==> src/rtl/cplxdiv_mulseq_if.sv <==
// cplxdiv_mulseq_if: operand, multiplier and result handshakes of the complex-divider operand sequencer
interface cplxdiv_mulseq_if #(
  parameter int DW = 16
);
  logic in_valid, in_ready;
  logic signed [DW-1:0] xr, xi, yr, yi;
  logic mul_run, mul_busy;
  logic signed [DW-1:0] mul_A, mul_B;
  logic signed [2*DW-1:0] mul_P;
  logic signed [2*DW:0] nr, ni;
  logic [2*DW:0] d;
  logic dz, out_valid, out_ready;
  modport slave (
    input in_valid, xr, xi, yr, yi, mul_busy, mul_P, out_ready,
    output in_ready, mul_run, mul_A, mul_B, nr, ni, d, dz, out_valid
  );
  modport master (
    output in_valid, xr, xi, yr, yi, mul_busy, mul_P, out_ready,
    input in_ready, mul_run, mul_A, mul_B, nr, ni, d, dz, out_valid
  );
endinterface

==> src/rtl/cplxdiv_mulseq.sv <==
// cplxdiv_mulseq: time-shares one sequential multiplier to form Nr, Ni and D of a complex division
module cplxdiv_mulseq #(
  parameter int DW = 16
) (
  input logic clock,
  input logic reset,
  cplxdiv_mulseq_if.slave bus
);
  typedef enum logic [2:0] {IDLE, ISSUE, WAIT_HI, WAIT_LO, DONE} state_t;
  state_t state, state_n;
  logic [2:0] k;
  logic signed [DW-1:0] xr, xi, yr, yi;
  logic signed [2*DW:0] acc_nr, acc_ni, acc_d, prod, nr_n, ni_n, d_n;
  logic capture;
  assign capture = state == WAIT_LO && !bus.mul_busy;
  assign prod = {bus.mul_P[2*DW-1], bus.mul_P};
  // k 0,1 -> nr; 2 adds / 3 subtracts -> ni; 4,5 -> d
  assign nr_n = k <= 3'd1 ? acc_nr + prod : acc_nr;
  assign ni_n = k == 3'd2 ? acc_ni + prod : k == 3'd3 ? acc_ni - prod : acc_ni;
  assign d_n = k >= 3'd4 ? acc_d + prod : acc_d;
  assign bus.mul_B = k[0] ? yi : yr;
  assign bus.mul_A = k >= 3'd4 ? bus.mul_B : (k == 3'd0 || k == 3'd3) ? xr : xi;
  assign bus.mul_run = state == ISSUE;
  assign bus.in_ready = state == IDLE;
  assign bus.out_valid = state == DONE;
  always_comb begin
    state_n = state;
    case (state)
      IDLE:    state_n = bus.in_valid ? ISSUE : IDLE;
      ISSUE:   state_n = WAIT_HI;
      WAIT_HI: state_n = bus.mul_busy ? WAIT_LO : WAIT_HI;
      WAIT_LO: state_n = bus.mul_busy ? WAIT_LO : k == 3'd5 ? DONE : ISSUE;
      DONE:    state_n = bus.out_ready ? IDLE : DONE;
      default: state_n = IDLE;
    endcase
  end
  always_ff @(posedge clock or posedge reset) begin
    if (reset) begin
      state <= IDLE;
      k <= '0;
      xr <= '0;
      xi <= '0;
      yr <= '0;
      yi <= '0;
      acc_nr <= '0;
      acc_ni <= '0;
      acc_d <= '0;
      bus.nr <= '0;
      bus.ni <= '0;
      bus.d <= '0;
      bus.dz <= 1'b0;
    end else begin
      state <= state_n;
      if (state == IDLE && bus.in_valid) begin
        xr <= bus.xr;
        xi <= bus.xi;
        yr <= bus.yr;
        yi <= bus.yi;
        acc_nr <= '0;
        acc_ni <= '0;
        acc_d <= '0;
        k <= '0;
      end
      if (capture) begin
        acc_nr <= nr_n;
        acc_ni <= ni_n;
        acc_d <= d_n;
        k <= k == 3'd5 ? k : k + 3'd1;
        if (k == 3'd5) begin
          bus.nr <= nr_n;
          bus.ni <= ni_n;
          bus.d <= d_n;
          bus.dz <= d_n == '0;
        end
      end
    end
  end
endmodule

==> src/flat_wrapper.sv <==
// flat-port wrapper written by rule: the top's interface ports become plain ports
module cplxdiv_mulseq_flat 
#(
  parameter int DW = 16
)
  (clock, reset, bus_in_valid, bus_xr, bus_xi, bus_yr, bus_yi, bus_mul_busy, bus_mul_P, bus_out_ready, bus_in_ready, bus_mul_run, bus_mul_A, bus_mul_B, bus_nr, bus_ni, bus_d, bus_dz, bus_out_valid);
  cplxdiv_mulseq_if #(.DW(DW)) bus_i ();
  input logic clock;
  input logic reset;
  input wire logic [$bits(bus_i.in_valid)-1:0] bus_in_valid;
  input wire logic [$bits(bus_i.xr)-1:0] bus_xr;
  input wire logic [$bits(bus_i.xi)-1:0] bus_xi;
  input wire logic [$bits(bus_i.yr)-1:0] bus_yr;
  input wire logic [$bits(bus_i.yi)-1:0] bus_yi;
  input wire logic [$bits(bus_i.mul_busy)-1:0] bus_mul_busy;
  input wire logic [$bits(bus_i.mul_P)-1:0] bus_mul_P;
  input wire logic [$bits(bus_i.out_ready)-1:0] bus_out_ready;
  output wire logic [$bits(bus_i.in_ready)-1:0] bus_in_ready;
  output wire logic [$bits(bus_i.mul_run)-1:0] bus_mul_run;
  output wire logic [$bits(bus_i.mul_A)-1:0] bus_mul_A;
  output wire logic [$bits(bus_i.mul_B)-1:0] bus_mul_B;
  output wire logic [$bits(bus_i.nr)-1:0] bus_nr;
  output wire logic [$bits(bus_i.ni)-1:0] bus_ni;
  output wire logic [$bits(bus_i.d)-1:0] bus_d;
  output wire logic [$bits(bus_i.dz)-1:0] bus_dz;
  output wire logic [$bits(bus_i.out_valid)-1:0] bus_out_valid;
  assign bus_i.in_valid = bus_in_valid;
  assign bus_i.xr = bus_xr;
  assign bus_i.xi = bus_xi;
  assign bus_i.yr = bus_yr;
  assign bus_i.yi = bus_yi;
  assign bus_i.mul_busy = bus_mul_busy;
  assign bus_i.mul_P = bus_mul_P;
  assign bus_i.out_ready = bus_out_ready;
  assign bus_in_ready = bus_i.in_ready;
  assign bus_mul_run = bus_i.mul_run;
  assign bus_mul_A = bus_i.mul_A;
  assign bus_mul_B = bus_i.mul_B;
  assign bus_nr = bus_i.nr;
  assign bus_ni = bus_i.ni;
  assign bus_d = bus_i.d;
  assign bus_dz = bus_i.dz;
  assign bus_out_valid = bus_i.out_valid;
  cplxdiv_mulseq #(.DW(DW)) u_core (.clock(clock), .reset(reset), .bus(bus_i));
endmodule
==> config.mk <==
export PLATFORM = sky130hd
export DESIGN_NAME = cplxdiv_mulseq_flat
export DESIGN_NICKNAME = d
export VERILOG_FILES = /design/src/rtl/cplxdiv_mulseq_if.sv /design/src/rtl/cplxdiv_mulseq.sv /design/src/flat_wrapper.sv
export SDC_FILE = /design/constraint.sdc
export NUM_CORES = 1
export LEC_CHECK = 0
export ABC_AREA = 1
export ABC_CLOCK_PERIOD_IN_PS = 27800
export BUFFER_PORTS_ARGS = -buffer_cell sky130_fd_sc_hd__buf_2
export CAP_MARGIN = 20
export CORE_AREA = 2 2 226 250
export CTS_CLUSTER_DIAMETER = 40
export DETAILED_ROUTE_END_ITERATION = 6
export DIE_AREA = 0 0 228 252
export PLACE_DENSITY = 0.56
export SLEW_MARGIN = 25
export SYNTH_ARGS = -nofsm -noshare
export SYNTH_HDL_FRONTEND = slang
export SYNTH_SLANG_ARGS = --single-unit
==> constraint.sdc <==
create_clock -name clock -period 27.8 [get_ports clock]
set_input_delay 4.17 -clock clock [delete_from_list [all_inputs] [get_ports clock]]
set_output_delay 4.17 -clock clock [all_outputs]
set_load 0.03 [all_outputs]
==> flow_summary.json <==
{
  "crit_top_cell": "buf_4",
  "ctsLongestPathBuffers": 3,
  "ys_types": 51,
  "placedCellCount": 3850,
  "gp_congestion": 0.9427,
  "path_class": "register to primary output",
  "pwr_density_cell_nw_per_um2": 126.4,
  "clkTransAtPathRegs_ps": 50,
  "cts_resized": 0,
  "worstPathMaxFanout": 42,
  "cts_hold_buf": 0,
  "min_period_over_period": 0.2618,
  "grt_max_degree": 137,
  "die_h_um": 252,
  "post-dp-hpwl_um": 53380,
  "critPathMaxStageDelay_ps": 420,
  "slew_headroom": 0.3054,
  "grt_pass1_wl_um": 109600,
  "fmax_mhz": 137.4,
  "rows": 90,
  "rsz0062_at_grt": "false",
  "final_hold_viol_count": 0,
  "floorplan.io_pins": 236,
  "first_pass_iters": 5,
  "stdcell_area_um2": 23670,
  "vias": 20010,
  "ys_ff_latch": 269,
  "ant_nets": 0,
  "start_util": 0.3679,
  "post_cts_buffers": 0,
  "dpl_cell_area_um2": 21950,
  "yosys-top-cells-count": "844 x nand2_1, 401 x inv_1, 269 x dfrtp_1",
  "maxCapViolations": 0,
  "fp.coreArea_um2": 54730,
  "drt_iter0_drc": 1204,
  "post-route-min-period_ps": 7278,
  "drcViolationCount": 0,
  "syn_nets": 3202,
  "slowest_stage": "buf_4",
  "p_leak_nw": 12.54,
  "wl_um": 70100,
  "die_w_um": 228,
  "required_ps": 23630,
  "final_cells": 3943,
  "synthTopCellsByArea": "dfrtp_1 33%, nand2_1 16%, ha_1 8.3%",
  "grt.overflow.total": 0,
  "cts_buffers": 50,
  "cts_root_buf": "clkbuf_16",
  "cts.sinks": 269,
  "io_buffer_count": 235,
  "syn_inst": 2964,
  "ys.flop_type": "dfrtp_1",
  "async_flop_share": 1.000,
  "setup_viol": 0,
  "setup_tns_ps": 0,
  "hp-class": "register to register",
  "worst_slew_pin_slew_ps": 1042,
  "maxSlewViolCount": 0,
  "avgSynthCellArea_um2": 6.794,
  "synth_top_cell_area_share": 0.3343,
  "cp.arrival_ps": 3110,
  "crit_path_end_kind": "primary output",
  "synthesis.area_um2": 20140,
  "wl_per_cell_um": 17.78,
  "tritoncts": "yes",
  "area_delta_synth_final_pct": 17.52,
  "synth_enable_flop_cells": 0,
  "h-tree-depth": 2,
  "ys_seq_area_frac": 0.3343,
  "antenna_found_initial": 1,
  "cp_cell_sequence": "buf_4 -> inv_2 -> ha_1 -> buf_4 -> a21oi_2 -> buf_4 -> nand2_1 -> o211ai_1 -> o21ai_0 -> buf_2",
  "crit_path_start_kind": "register",
  "yosysMostFrequentCell": "nand2_1",
  "insertion_delay_ps": 630,
  "drt-vias-per-instance": 5.076,
  "nNetsFinal": 3404,
  "grt_usage": 0.2413,
  "fin_worst_skew_ps": 59.98,
  "die-area_um2": 57460,
  "status": "finished, final reports clean",
  "peakVddDrop_mv": 0.1305,
  "drive_gt1_frac": 0.1366,
  "ys_warn_count": 0,
  "yosys.area.top_type": "dfrtp_1",
  "grt_pass1_vias": 19990
}
## metal layers
metal / track usage / routed length (um) / vias up
met5: 0 / 0 / -
met4: 0.08347 / 2198 / 0
met3: 0.02622 / 2710 / 106
met2: 0.4245 / 34090 / 477
met1: 0.3075 / 31100 / 9419
li1: - / - / 10010
## flip-flops by register name (all words and copies together) (netlist names), 16 cells and up
register,flops
u_core.acc_nr,33
u_core.acc_d,33
u_core.bus.nr,33
u_core.xi,16
u_core.yi,16
u_core.bus.d,33
u_core.xr,16
u_core.acc_ni,33
u_core.bus.ni,33
u_core.yr,16
## worst max-delay path: cells and delay by family, from the launching register on
family	cells	cell delay (ps)
flip-flops	1	320
buffers and inverters	5	1340
AO/OA/AOI/OAI	3	520
AND/OR/NAND/NOR	1	90
adder cells (fa/ha/maj)	1	200
## stage by stage
stage / setup slack [ps] / power, mW / utilization / hold WS [ps]
after CTS: 20450 / 3.012 / 0.4324 / 474.9
after floorplan: 16220 / 1.869 / - / 467.2
after detailed placement: 21110 / 2.381 / 0.4011 / 461.3
after global placement: 21040 / 2.366 / 0.4010 / 456.4
after global routing: 20290 / 3.240 / 0.4324 / 485.9
final: 20520 / 2.990 / 0.4324 / 470.5
## cells in the final DEF (no fill, tap or decap), types with 23 or more instances in the layout
cell type / instances
nand2_1: 843
o21ai_0: 261
o21ai_1: 26
xor2_1: 30
inv_1: 400
clkbuf_16: 50
o211ai_1: 31
nand3_1: 175
mux2_2: 33
nor3_1: 23
buf_2: 235
dfrtp_1: 269
a21oi_1: 174
ha_1: 133
nor2_1: 267
o22ai_1: 24
## final cells by class
type | count | area (um^2)
Sequential cell | 269 | 6731
Clock inverter | 36 | 410.4
Timing Repair Buffer | 254 | 1323
Antenna cell | 1 | 2.502
Multi-Input combinational cell | 2179 | 11420
Tap cell | 736 | 920.9
Fill cell | 5836 | 31060
Inverter | 412 | 1558
Clock buffer | 56 | 1304
## final timing paths
| path | cells after the start | from | slack (ps) | end |
|---|---|---|---|---|
| setup / recovery | 10 | u_core.k[2]$_DFFE_PP0P_ | 20520 | bus_mul_A[6] |
| hold / removal | 2 | u_core.bus.ni[28]$_DFFE_PP0P_ | 470 | u_core.bus.ni[28]$_DFFE_PP0P_ |
| setup reg to reg | 11 | u_core.k[2]$_DFFE_PP0P_ | 24020 | u_core.bus.ni[7]$_DFFE_PP0P_ |
| hold reg to reg | 2 | u_core.bus.ni[28]$_DFFE_PP0P_ | 470 | u_core.bus.ni[28]$_DFFE_PP0P_ |
| max in group asynchronous | 4 | reset | 21940 | u_core.bus.ni[11]$_DFFE_PP0P_ |
| min in group asynchronous | 2 | reset | 3620 | u_core.xi[3]$_DFFE_PP0P_ |
## power by group
| group | total (mW) | internal (mW) | switching [mW] |
|---|---|---|---|
| clock | 0.611 | 0.368 | 0.244 |
| combinational | 1.71 | 0.519 | 1.19 |
| sequential | 0.674 | 0.561 | 0.113 |
## cell families after synthesis
| group | Yosys count | synth area share |
|---|---|---|
| compound gates | 605 | 0.1690 |
| xor+xnor | 36 | 0.01566 |
| fa+ha+maj | 137 | 0.08662 |
| buf+inv | 516 | 0.09966 |
| flops | 269 | 0.3343 |
| mux | 35 | 0.01945 |
| simple gates | 1366 | 0.2753 |
(Power assumes the default switching activity.)
